[config.mk]
export PLATFORM = sky130hd
export DESIGN_NAME = qspi_cmd_ctrl
export DESIGN_NICKNAME = d
export VERILOG_FILES = /design/src/rtl/qspi_cmd_ctrl.sv
export SDC_FILE = /design/constraint.sdc
export NUM_CORES = 1
export LEC_CHECK = 0
export CORE_ASPECT_RATIO = 0.75
export CORE_MARGIN = 4
export CORE_UTILIZATION = 52
export DETAILED_ROUTE_END_ITERATION = 8
export DONT_BUFFER_PORTS = 1
export PLACE_DENSITY = 0.77
export SLEW_MARGIN = 20
export SYNTH_ARGS = -nofsm -noshare
export SYNTH_HDL_FRONTEND = slang
export SYNTH_SLANG_ARGS = --single-unit
[constraint.sdc]
create_clock -name clk -period 2.5 [get_ports clk]
set_clock_uncertainty 0.15 [all_clocks]
set_input_delay 0.125 -clock clk [delete_from_list [all_inputs] [get_ports clk]]
set_output_delay 0.125 -clock clk [all_outputs]
set_load 0.03 [all_outputs]
[src/rtl/qspi_cmd_ctrl.sv]
`default_nettype none
// +--------------------------------------------------------------------------+
// | Module      : qspi_cmd_ctrl                                              |
// | Description : Command controller between the qspi block's RX/TX word     |
// |               FIFOs and a simple request/acknowledge memory port. It     |
// |               decodes framed WRITE / READ (and optionally STATUS)        |
// |               commands and moves data words to and from memory.          |
// | Revision    : 1.0 - initial release                                      |
// +--------------------------------------------------------------------------+
// | Ports                                                                    |
// |   clk, rst_n            : clock, asynchronous active-low reset           |
// |   start                 : one-cycle frame-start pulse (ncs falling edge) |
// |   rd_data/valid/ready   : RX fifo word, non-empty flag, pop strobe       |
// |   wr_data/valid/ready   : TX fifo word, has-space flag, push strobe      |
// |   mem_req/we/addr/wdata : memory request, held stable until mem_ack      |
// |   mem_ack/mem_rdata     : memory acknowledge and read data               |
// |   busy                  : controller not idle                            |
// |   err                   : one-cycle protocol-error pulse                 |
// | Frame: word0 = {op[15:12], 3'b0, nresp[8], len[7:0]} (len 0 = 256)       |
// |        word1 = start word address (WRITE / READ only)                    |
// | Build option: define QSPI_CTRL_STATUS_EN to enable the STATUS op and an  |
// |   8-bit saturating error counter; STATUS returns {8'h5A, err_cnt}.       |
// | ADDR_W must not exceed 16 (address comes from one RX word).              |
// +--------------------------------------------------------------------------+
module qspi_cmd_ctrl #(
    parameter int ADDR_W = 16
) (
    input  logic              clk,
    input  logic              rst_n,
    input  logic              start,
    input  logic [15:0]       rd_data,
    input  logic              rd_valid,
    output logic              rd_ready,
    output logic [15:0]       wr_data,
    input  logic              wr_valid,
    output logic              wr_ready,
    output logic              mem_req,
    output logic              mem_we,
    output logic [ADDR_W-1:0] mem_addr,
    output logic [15:0]       mem_wdata,
    input  logic              mem_ack,
    input  logic [15:0]       mem_rdata,
    output logic              busy,
    output logic              err
);

    localparam logic [3:0] c_IDLE    = 4'd0;
    localparam logic [3:0] c_HDR     = 4'd1;
    localparam logic [3:0] c_ADDR    = 4'd2;
    localparam logic [3:0] c_WR_DATA = 4'd3;
    localparam logic [3:0] c_WR_MEM  = 4'd4;
    localparam logic [3:0] c_RD_MEM  = 4'd5;
    localparam logic [3:0] c_RD_PUSH = 4'd6;
    localparam logic [3:0] c_DRAIN   = 4'd7;
    localparam logic [3:0] c_ABORT   = 4'd8;
`ifdef QSPI_CTRL_STATUS_EN
    localparam logic [3:0] c_STAT    = 4'd9;
    localparam logic [3:0] c_OP_STATUS = 4'd3;
`endif

    localparam logic [3:0] c_OP_WRITE = 4'd1;
    localparam logic [3:0] c_OP_READ  = 4'd2;

    localparam logic [ADDR_W-1:0] c_ADDR_INC = 1;

    logic [3:0]        r_state;
    logic              r_run;       // set one edge after reset release
    logic              r_is_write;
    logic [ADDR_W-1:0] r_addr;
    logic [8:0]        r_cnt;       // remaining words, 1..256
    logic [15:0]       r_wdata;
    logic [15:0]       r_hold;      // read data / status word awaiting push
    logic              r_err;

    logic              w_start;
    logic              w_rx_state;
    logic              w_hdr_wr;
    logic              w_hdr_rd;
    logic [8:0]        w_len;
    logic              w_last;

    // start is ignored on the first edge after reset release so that the
    // deassertion is seen synchronously before any frame is accepted.
    assign w_start = start & r_run;

    assign w_rx_state = (r_state == c_HDR) || (r_state == c_ADDR) ||
                        (r_state == c_WR_DATA) || (r_state == c_DRAIN);

    // Pops are suppressed in the start cycle: the state is about to be
    // replaced, so a word taken there would be lost.
    assign rd_ready  = rd_valid & ~w_start & w_rx_state;
    assign wr_ready  = wr_valid & ~w_start & (r_state == c_RD_PUSH);

    assign mem_req   = (r_state == c_WR_MEM) || (r_state == c_RD_MEM) ||
                       (r_state == c_ABORT);
    // r_is_write only changes in HDR, so direction stays stable in ABORT.
    assign mem_we    = mem_req & r_is_write;
    assign mem_addr  = r_addr;
    assign mem_wdata = r_wdata;
    assign wr_data   = r_hold;
    assign busy      = (r_state != c_IDLE);
    assign err       = r_err;

    assign w_hdr_wr = (rd_data[15:12] == c_OP_WRITE) &  rd_data[8];
    assign w_hdr_rd = (rd_data[15:12] == c_OP_READ)  & ~rd_data[8];
    assign w_len    = {(rd_data[7:0] == 8'd0), rd_data[7:0]};
    assign w_last   = (r_cnt == 9'd1);

`ifdef QSPI_CTRL_STATUS_EN
    logic       w_hdr_st;
    logic [7:0] r_err_cnt;

    assign w_hdr_st = (rd_data[15:12] == c_OP_STATUS) & ~rd_data[8];

    always_ff @(posedge clk or negedge rst_n) begin
        if (!rst_n) begin
            r_err_cnt <= 8'd0;
        end else if (r_err && (r_err_cnt != 8'hFF)) begin
            r_err_cnt <= r_err_cnt + 8'd1;
        end
    end
`endif

    always_ff @(posedge clk or negedge rst_n) begin
        if (!rst_n) begin
            r_state    <= c_IDLE;
            r_run      <= 1'b0;
            r_is_write <= 1'b0;
            r_addr     <= '0;
            r_cnt      <= 9'd0;
            r_wdata    <= 16'd0;
            r_hold     <= 16'd0;
            r_err      <= 1'b0;
        end else begin
            r_run <= 1'b1;
            r_err <= 1'b0;
            if (w_start && mem_req && !mem_ack) begin
                // An outstanding request must finish before the new frame.
                r_state <= c_ABORT;
            end else if (w_start) begin
                r_state <= c_HDR;
            end else begin
                case (r_state)
                    c_IDLE: begin
                        r_state <= c_IDLE;
                    end
                    c_HDR: begin
                        if (rd_ready) begin
                            r_is_write <= w_hdr_wr;
                            r_cnt      <= w_len;
                            if (w_hdr_wr || w_hdr_rd) begin
                                r_state <= c_ADDR;
                            end
`ifdef QSPI_CTRL_STATUS_EN
                            else if (w_hdr_st) begin
                                r_state <= c_STAT;
                            end
`endif
                            else begin
                                r_state <= c_DRAIN;
                                r_err   <= 1'b1;
                            end
                        end
                    end
                    c_ADDR: begin
                        if (rd_ready) begin
                            r_addr  <= rd_data[ADDR_W-1:0];
                            r_state <= r_is_write ? c_WR_DATA : c_RD_MEM;
                        end
                    end
                    c_WR_DATA: begin
                        if (rd_ready) begin
                            r_wdata <= rd_data;
                            r_state <= c_WR_MEM;
                        end
                    end
                    c_WR_MEM: begin
                        if (mem_ack) begin
                            r_addr  <= r_addr + c_ADDR_INC;
                            r_cnt   <= r_cnt - 9'd1;
                            r_state <= w_last ? c_IDLE : c_WR_DATA;
                        end
                    end
                    c_RD_MEM: begin
                        if (mem_ack) begin
                            r_hold  <= mem_rdata;
                            r_state <= c_RD_PUSH;
                        end
                    end
                    c_RD_PUSH: begin
                        if (wr_ready) begin
                            r_addr  <= r_addr + c_ADDR_INC;
                            r_cnt   <= r_cnt - 9'd1;
                            r_state <= w_last ? c_IDLE : c_RD_MEM;
                        end
                    end
`ifdef QSPI_CTRL_STATUS_EN
                    c_STAT: begin
                        // Status reuses the read push path as a one-word read.
                        r_hold  <= {8'h5A, r_err_cnt};
                        r_cnt   <= 9'd1;
                        r_state <= c_RD_PUSH;
                    end
`endif
                    c_DRAIN: begin
                        r_state <= c_DRAIN;
                    end
                    c_ABORT: begin
                        if (mem_ack) begin
                            r_state <= c_HDR;
                        end
                    end
                    default: begin
                        r_state <= c_IDLE;
                    end
                endcase
            end
        end
    end

endmodule
`default_nettype wire
==> metrics.txt, run 1 <==
outcome completed; crit-path cells buf_4 > or3b_2 > a21oi_1 > and2_1 > buf_4; Leak 0.001739 uW; Fin. Hold Viols 0; Top delay family on crit path simple AND/OR/NAND/NOR gates; Commonest cells post-synth dfrtp_1, mux2_2, nor2_1; dpl hpwl 5.882 mm; syn_nets 372; final setup vio count 0; register area 1602 sq um; Starting DRT DRC Count 181; maximum VDD drop 0.0006869 V; R2R setup slack 210 ps; gr usage total 24.20%; CP arrival 2120 ps; clock tree buffer depth 2; async set-reset flop share out of synthesis 100.0%; cell internal pwr 2883 uW; Slew Limit Fails 0; Remaining DRCs 0; I/O pins 92; Reg power frac 50.5%; Gate power share 30.8%; total CTS buffers 9; Die Ht 77.57 microns; router iterations before antenna repair 4; startpoint types flip-flop; switch share 47.16%; Post-Syn Area 3356 sq um; CTS root buffer clkbuf_8; Peak Freq 417.2 MHz; CTS tree yes; Synth top area share 47.73%; largest net degree at the start of global routing 65; clock network power share 18.7%; synth-to-layout area growth 23.19%; layout cells sized above 1 20.37%; via/cell ratio 6.119; Fillers 493; Worst Path Max Fanout 8; min Tclk post-route 2397 ps; wire per inst 19.78 microns; port bufs 0; grt ovf 0; Max stage delay cell, worst path or3b_2; clock latency on the worst-skew pair 350 ps; row count 25; final WL 9.180 mm; most common cell in the netlist dfrtp_1; Critical Path RT 2230 ps; Hold Crit Start rd_data[0]; Layout Nets 419; NetSw 2573 uW; hold endpoint r_cnt[8]; Critical Path Max Stage Delay 480 ps; CP Class reg -> out; Util after Layout 65.75%; Power, Total 5456 uW; Vias 2,839; core area 6287 sq um; Buf/Inv on CP 2; Avg Inst Size Synth 10.14 sq um; # clock sinks 64; initial core utilization 53.37%; # H-tree levels 3; Seq/Total Area, Yosys 47.73%; Setup TNS 0 ps; area occupied by multi-input gates 1644 sq um; Stages on worst setup path 5; RSZ-0062 raised after global routing false; HP Class in -> reg; Primary FF master, synth dfrtp_1; post-synth top area cell dfrtp_1; period utilisation layout 95.88%; worst relative slew slack 57.16%; Reg2Reg Depth 5; Power Density 1320 nW/um^2; Cells on Worst Hold Path 4; GP Congestion 0.8868; die area 7816 sq um; tightest hold margin 12.00 ps; final antenna-violating net count 0; Most common cell on crit path buf_4; Post-synth EDFFs 0; top cells by area, synth dfrtp_1, mux2_2, a21oi_1; Worst R2R End r_cnt[5]; total of max-cap violations 0; Least-Margin Pin Slew 626.4 ps; number of global-route vias before repair 2,844; Crit. End Element output port; DIE WIDTH 100.8 microns; first-pass GRT wire length 14.81 mm; initial antenna violation count 0; design area 4134 sq um; worst reg2reg path startpoint r_state[0]; Placed Instance Area 3502 sq um; flops & latches, synth 64; Synth Instances 331; Yosys warnings 0; library cells used by synthesis 58; Ant. Diodes 0; Worst-path clk slew 80 ps
repair_timing:
item,4_1_cts,5_1_grt
setup endpoints to repair,1,1
endpoints found under the hold margin,124,0
pin swaps,0,0
cloned,0,0
resized for setup,1,1
hold buffers,38,0
buffers inserted,0,0
power groups by stage:
stage | sequential, uW | combinational (uW) | clock (uW)
global placement | 2740 | 1520 | 0
global route | 2830 | 1870 | 1080
CTS | 2750 | 1660 | 1040
floorplan | 2610 | 1290 | 0
finish | 2760 | 1680 | 1020
detailed placement | 2770 | 1570 | 0
worst max path at each step:
stage | startpoint | to | slack (ps)
floorplan | r_state[2] | mem_we | 80
global placement | r_state[2] | mem_addr[13] | 220
detailed placement | r_state[0] | r_cnt[5] | 260
CTS | r_state[2] | mem_we | 110
global route | r_state[2] | mem_we | 10
finish | r_state[2] | mem_we | 100
tightest hold or removal path: cells and delay by family:
kind | cells | cell delay, ps
AND/OR/NAND/NOR | 2 | 180
AO/OA/AOI/OAI | 2 | 170
logic make-up after synthesis:
family | after synthesis | share of synthesized area [%]
mux | 35 | 11.71
fa+ha+maj | 3 | 1.119
simple gates | 106 | 16.41
xor+xnor | 2 | 0.5221
compound gates | 95 | 18.76
other cells | 1 | 0.1117
buf+inv | 25 | 3.654
flops | 64 | 47.73
per-layer routing:
layer	vias to the layer above	part of all wire, %	global-route usage, %
li1	1320	-	-
met1	1382	42	31.14
met2	124	47	38.04
met3	13	9.7	9.524
met4	0	1.3	6.326
met5	-	0	0
state kept, by name, indices dropped and copies added, names as in the netlist:
| register | count |
|---|---|
| r_is_write | 1 |
| mem_wdata | 16 |
| wr_data | 16 |
| r_run | 1 |
| r_cnt | 9 |
| r_state | 4 |
| mem_addr | 16 |
| err | 1 |
cell usage in the layout, fill, tap and decap left out, types with 3 or more instances in the layout:
cell type      synthesis  final
a21oi_1               24     24
a22o_1                 3      3
a2bb2oi_1              9      9
a31oi_1                6      6
and2_1                 4      4
buf_4                  2     16
clkbuf_8               0      9
dfrtp_1               64     64
dlygate4sd3_1          0     37
ha_1                   3      3
inv_1                  6      6
inv_6                  0      3
mux2_2                34     34
nand2_1               24     24
nand3_1                8      8
nand4_1                6      6
nor2_1                28     28
nor2b_1                4      4
nor3_1                 6      6
nor4_1                 4      4
o21ai_0               16     16
o21ai_1                5      5
o22ai_1                7      7
o31ai_1                3      3
cell type report:
cell class,count,share of cell area [%]
clock buffers,9,2.996
inverters,6,0.5448
flip-flops and latches,64,38.74
repair buffers,55,13.01
clock inverters,7,2.482
well taps,81,2.452
multi-input cells,242,39.77
per-stage QoR:
stage	std cells	setup WS, ps
after floorplan	331	79.49
after global placement	410	223.0
after detailed placement	410	260.6
after CTS	464	107.9
after global routing	464	10.43
final	464	103.1
No activity file was read; power rests on OpenSTA's default activity.
==> run 2, diff against run 1 <==
- CELL_PAD_IN_SITES_DETAIL_PLACEMENT: default -> 1
- CELL_PAD_IN_SITES_GLOBAL_PLACEMENT: default -> 1
- CORE_UTILIZATION: 52 -> 48
- PLACE_DENSITY: 0.77 -> 0.89
==> metrics.txt, run 2 (synthesis results as in run 1) <==
outcome completed; layout cells sized above 1 20.89%; worst relative slew slack 56.29%; Layout Nets 419; Buf/Inv on CP 1; Fillers 737; gr usage total 28.37%; crit-path cells or3b_2 > a21oi_1 > and2_1 > buf_4; initial antenna violation count 0; final WL 11.56 mm; Critical Path Max Stage Delay 580 ps; # clock sinks 64; Worst R2R End r_state[1]; Worst Path Max Fanout 15; maximum VDD drop 0.0005434 V; CTS root buffer clkbuf_8; grt ovf 0; RSZ-0062 raised after global routing false; Ant. Diodes 0; dpl hpwl 6.646 mm; final antenna-violating net count 0; worst reg2reg path startpoint r_state[0]; min Tclk post-route 2401 ps; Remaining DRCs 0; Starting DRT DRC Count 238; Reg2Reg Depth 5; core area 6799 sq um; DIE WIDTH 104.5 microns; Least-Margin Pin Slew 654.4 ps; startpoint types flip-flop; total CTS buffers 9; period utilisation layout 96.04%; R2R setup slack 150 ps; die area 8406 sq um; Cells on Worst Hold Path 4; register area 1604 sq um; commonest non-fill, non-tap cell in the layout dfrtp_1; final setup vio count 0; total of max-cap violations 0; synth-to-layout area growth 23.27%; Slew Limit Fails 0; I/O pins 92; row count 26; Leak 0.001730 uW; Worst-path clk slew 80 ps; Die Ht 80.41 microns; port bufs 0; largest net degree at the start of global routing 65; clock latency on the worst-skew pair 360 ps; initial core utilization 49.36%; via/cell ratio 6.473; area occupied by multi-input gates 1640 sq um; number of global-route vias before repair 3,199; router iterations before antenna repair 5; Top delay family on crit path simple AND/OR/NAND/NOR gates; Setup TNS 0 ps; CTS tree yes; most frequent cells in the layout dfrtp_1, dlygate4sd3_1, mux2_2; Crit. End Element output port; Peak Freq 416.5 MHz; Power Density 1367 nW/um^2; wire per inst 24.76 microns; first-pass GRT wire length 18.27 mm; HP Class in -> reg; Vias 3,023; Fin. Hold Viols 0; # H-tree levels 3; GP Congestion 0.9406; CP Class reg -> out; hold endpoint r_cnt[8]; Max stage delay cell, worst path dfrtp_1; clock tree buffer depth 2; tightest hold margin 49.26 ps; CP arrival 2130 ps; Critical Path RT 2230 ps; Setup Buffers After CTS 0; Hold Crit Start rd_data[3]
==> run 2: cell counts in the layout (fill, tap and decap cells not counted) <==
No cell type changed its count.
==> run 2: repair_timing <==
item                                    CTS  global route
endpoints found under the setup margin    0            11
hold endpoints to repair                124             0
hold buffers                             38             0
gates resized for setup                   0             4
==> run 2: worst max-delay path by stage <==
| stage | from | cells after the start | to | slack, ps |
|---|---|---|---|---|
| final | r_state[0] | 4 | mem_we | 100 |
| after global routing | r_state[0] | 4 | mem_we | 20 |
| after CTS | r_state[2] | 4 | wr_ready | 60 |
| after detailed placement | r_state[2] | 5 | mem_addr[3] | 170 |
| after global placement | r_state[2] | 5 | mem_addr[3] | 240 |
| after floorplan | r_state[2] | 5 | mem_we | 80 |
==> run 2: report_power, final <==
group / switching, uW / internal, uW
clock network: 477 / 573
registers: 1300 / 1500
logic: 988 / 820
total: 2760 / 2890
==> run 2: area by class of cell <==
type | instances | area share (%)
tap | 84 | 2.541
sequential | 64 | 38.78
clock buffer | 9 | 2.995
multi-input combinational | 242 | 39.66
inverter | 6 | 0.5445
timing repair buffer | 55 | 13.01
clock inverter | 7 | 2.480
==> run 2: metrics by stage <==
step                util, %  power [uW]  cell area, sq um  instances  setup WS (ps)
global placement      51.56        4275              3506        413          239.1
CTS                   60.75        5530              4130        467          56.69
global route          60.84        5957              4136        467          16.96
detailed placement    51.56        4403              3506        413          168.6
finish                60.84        5656              4136        467          98.90
floorplan                 -        3896              3356        331          79.49
==> run 2: layer usage <==
layer | up-vias | part of all wire, % | track usage (%)
li1 | 1333 | - | -
met1 | 1526 | 40 | 33.44
met2 | 143 | 50 | 49.48
met3 | 21 | 8.8 | 9.478
met4 | 0 | 1.8 | 8.765
met5 | - | 0 | 0
==> run 2: worst min-delay path: stages <==
cell,delay [ps]
nor3_1,30
and3_1,160
a21oi_1,110
o21ai_0,80
==> run 3, diff against run 2 <==
==> constraint.sdc (replaced) <==
create_clock -name clk -period 2.5 [get_ports clk]
set_clock_uncertainty 0.15 [all_clocks]
set_input_delay 0.5 -clock clk [delete_from_list [all_inputs] [get_ports clk]]
set_output_delay 0.5 -clock clk [all_outputs]
set_load 0.03 [all_outputs]
==> metrics.txt, run 3 (synthesis results as in run 1) <==
outcome completed; number of global-route vias before repair 3,005; crit-path cells buf_6 > or3b_4 > a21oi_2 > and2_4 > buf_12; Vias 2,786; Starting DRT DRC Count 172; # H-tree levels 3; Layout Nets 387; Slew Limit Fails 0; initial antenna violation count 0; final WL 9.706 mm; min Tclk post-route 2390 ps; Max stage delay cell, worst path dfrtp_1; I/O pins 92; Least-Margin Pin Slew 725.4 ps; Top delay family on crit path simple AND/OR/NAND/NOR gates; RSZ-0062 raised after global routing false; die area 8406 sq um; hold endpoint r_is_write; NetSw 2592 uW; CTS root buffer clkbuf_8; wire per inst 22.31 microns; Worst R2R End r_state[1]; Gate power share 32.0%; Worst Path Max Fanout 10; # clock sinks 64; CP Class reg -> out; Reg2Reg Depth 5; Fillers 770; HP Class in -> reg; Die Ht 80.41 microns; Fin. Hold Viols 0; initial core utilization 49.36%; first-pass GRT wire length 15.85 mm; design area 3819 sq um; largest net degree at the start of global routing 65; final cell count without fillers 435; placed insts 415; Peak Freq 418.4 MHz; clock latency on the worst-skew pair 350 ps; final antenna-violating net count 0; Leak 0.001604 uW; synth-to-layout area growth 13.80%; Hold Crit Start rd_data[14]; final setup vio count 0; GR peak layer met2; dpl hpwl 6.942 mm; gr usage total 23.99%; GP Congestion 0.9609; row count 26; CTS tree yes; total CTS buffers 9; Remaining DRCs 0; Power Density 1428 nW/um^2; Worst-path clk slew 70 ps; worst reg2reg path startpoint r_state[1]; grt met2 use 38.47%; Reg power frac 50.4%; Placed Instance Area 3543 sq um; core area 6799 sq um; via/cell ratio 6.405; Ant. Diodes 0; clock network power share 17.7%; GR Layer Usage met3 7.952%; cell internal pwr 2860 uW; grt ovf 0; Critical Path Max Stage Delay 410 ps; Cells on Worst Hold Path 1; worst relative slew slack 51.54%; maximum VDD drop 0.0005939 V; commonest non-fill, non-tap cell in the layout dfrtp_1; Crit. End Element output port; Critical Path RT 1850 ps; Buf/Inv on CP 2; switch share 47.55%; port bufs 0; most frequent cells in the layout dfrtp_1, mux2_2, nor2_1; startpoint types flip-flop; router iterations before antenna repair 4; layout cells sized above 1 24.50%; period utilisation layout 95.60%; total of max-cap violations 0; grt met1 use 31.34%; CP arrival 1740 ps; tightest hold margin 93.33 ps; DIE WIDTH 104.5 microns; R2R setup slack 200 ps; clock tree buffer depth 2
==> run 3: cell count changes in the layout (fill, tap and decap cells not counted), sizes merged <==
cell and change:
clkbuf +1, clkinv +3, dlygate4sd3 -36, buf +4, clkinvlp -1, inv -3
==> run 3: layout make-up <==
class	count	area (sq um)	area share, %
Tap cell	84	105.1	2.752
Multi-Input combinational cell	242	1654	43.32
Clock buffer	10	127.6	3.342
Inverter	6	22.52	0.5898
Sequential cell	64	1604	42.01
Clock inverter	6	83.83	2.195
Timing Repair Buffer	23	221.5	5.799
==> run 3: metal layers <==
metal  routed length (microns)  vias to the layer above
met1                      4264                     1424
met4                        92                        0
li1                          -                     1260
met2                      4619                       90
met3                       729                       12
met5                         0                        -
==> run 3: per-stage QoR <==
step | setup TNS [ps] | total power (uW) | utilization (%) | worst slack, ps
4_1_cts | 0 | 5464 | 55.94 | 2.690
6_report | 0 | 5452 | 56.16 | 110.1
2_1_floorplan | -70.18 | 3902 | - | -70.18
3_3_place_gp | 0 | 4302 | 52.12 | 328.9
5_1_grt | 0 | 5795 | 56.16 | 41.99
3_5_place_dp | 0 | 4429 | 52.12 | 248.2
==> run 3: how the worst max path moves through the flow <==
stage,startpoint,endpoint,depth (start not counted)
finish,r_state[2],mem_we,5
global route,r_state[1],r_state[1],5
CTS,r_state[0],mem_we,4
detailed placement,r_state[2],r_cnt[7],6
global placement,r_state[3],r_cnt[1],5
floorplan,r_state[2],mem_we,5
==> run 3: repair_timing <==
action / 4_1_cts / 5_1_grt
buffers inserted: 0 / 1
endpoints found under the setup margin: 2 / 2
cloned: 1 / 0
hold endpoints to repair: 64 / 0
resized for setup: 2 / 4
hold buffers: 2 / 0
pin swaps: 1 / 1
==> run 3: power groups by stage <==
stage	Clock [uW]	Sequential [uW]	Combinational, uW
2_1_floorplan	0	2610	1300
3_3_place_gp	0	2720	1580
3_5_place_dp	0	2760	1670
4_1_cts	986	2740	1740
5_1_grt	1040	2820	1940
6_report	962	2750	1740
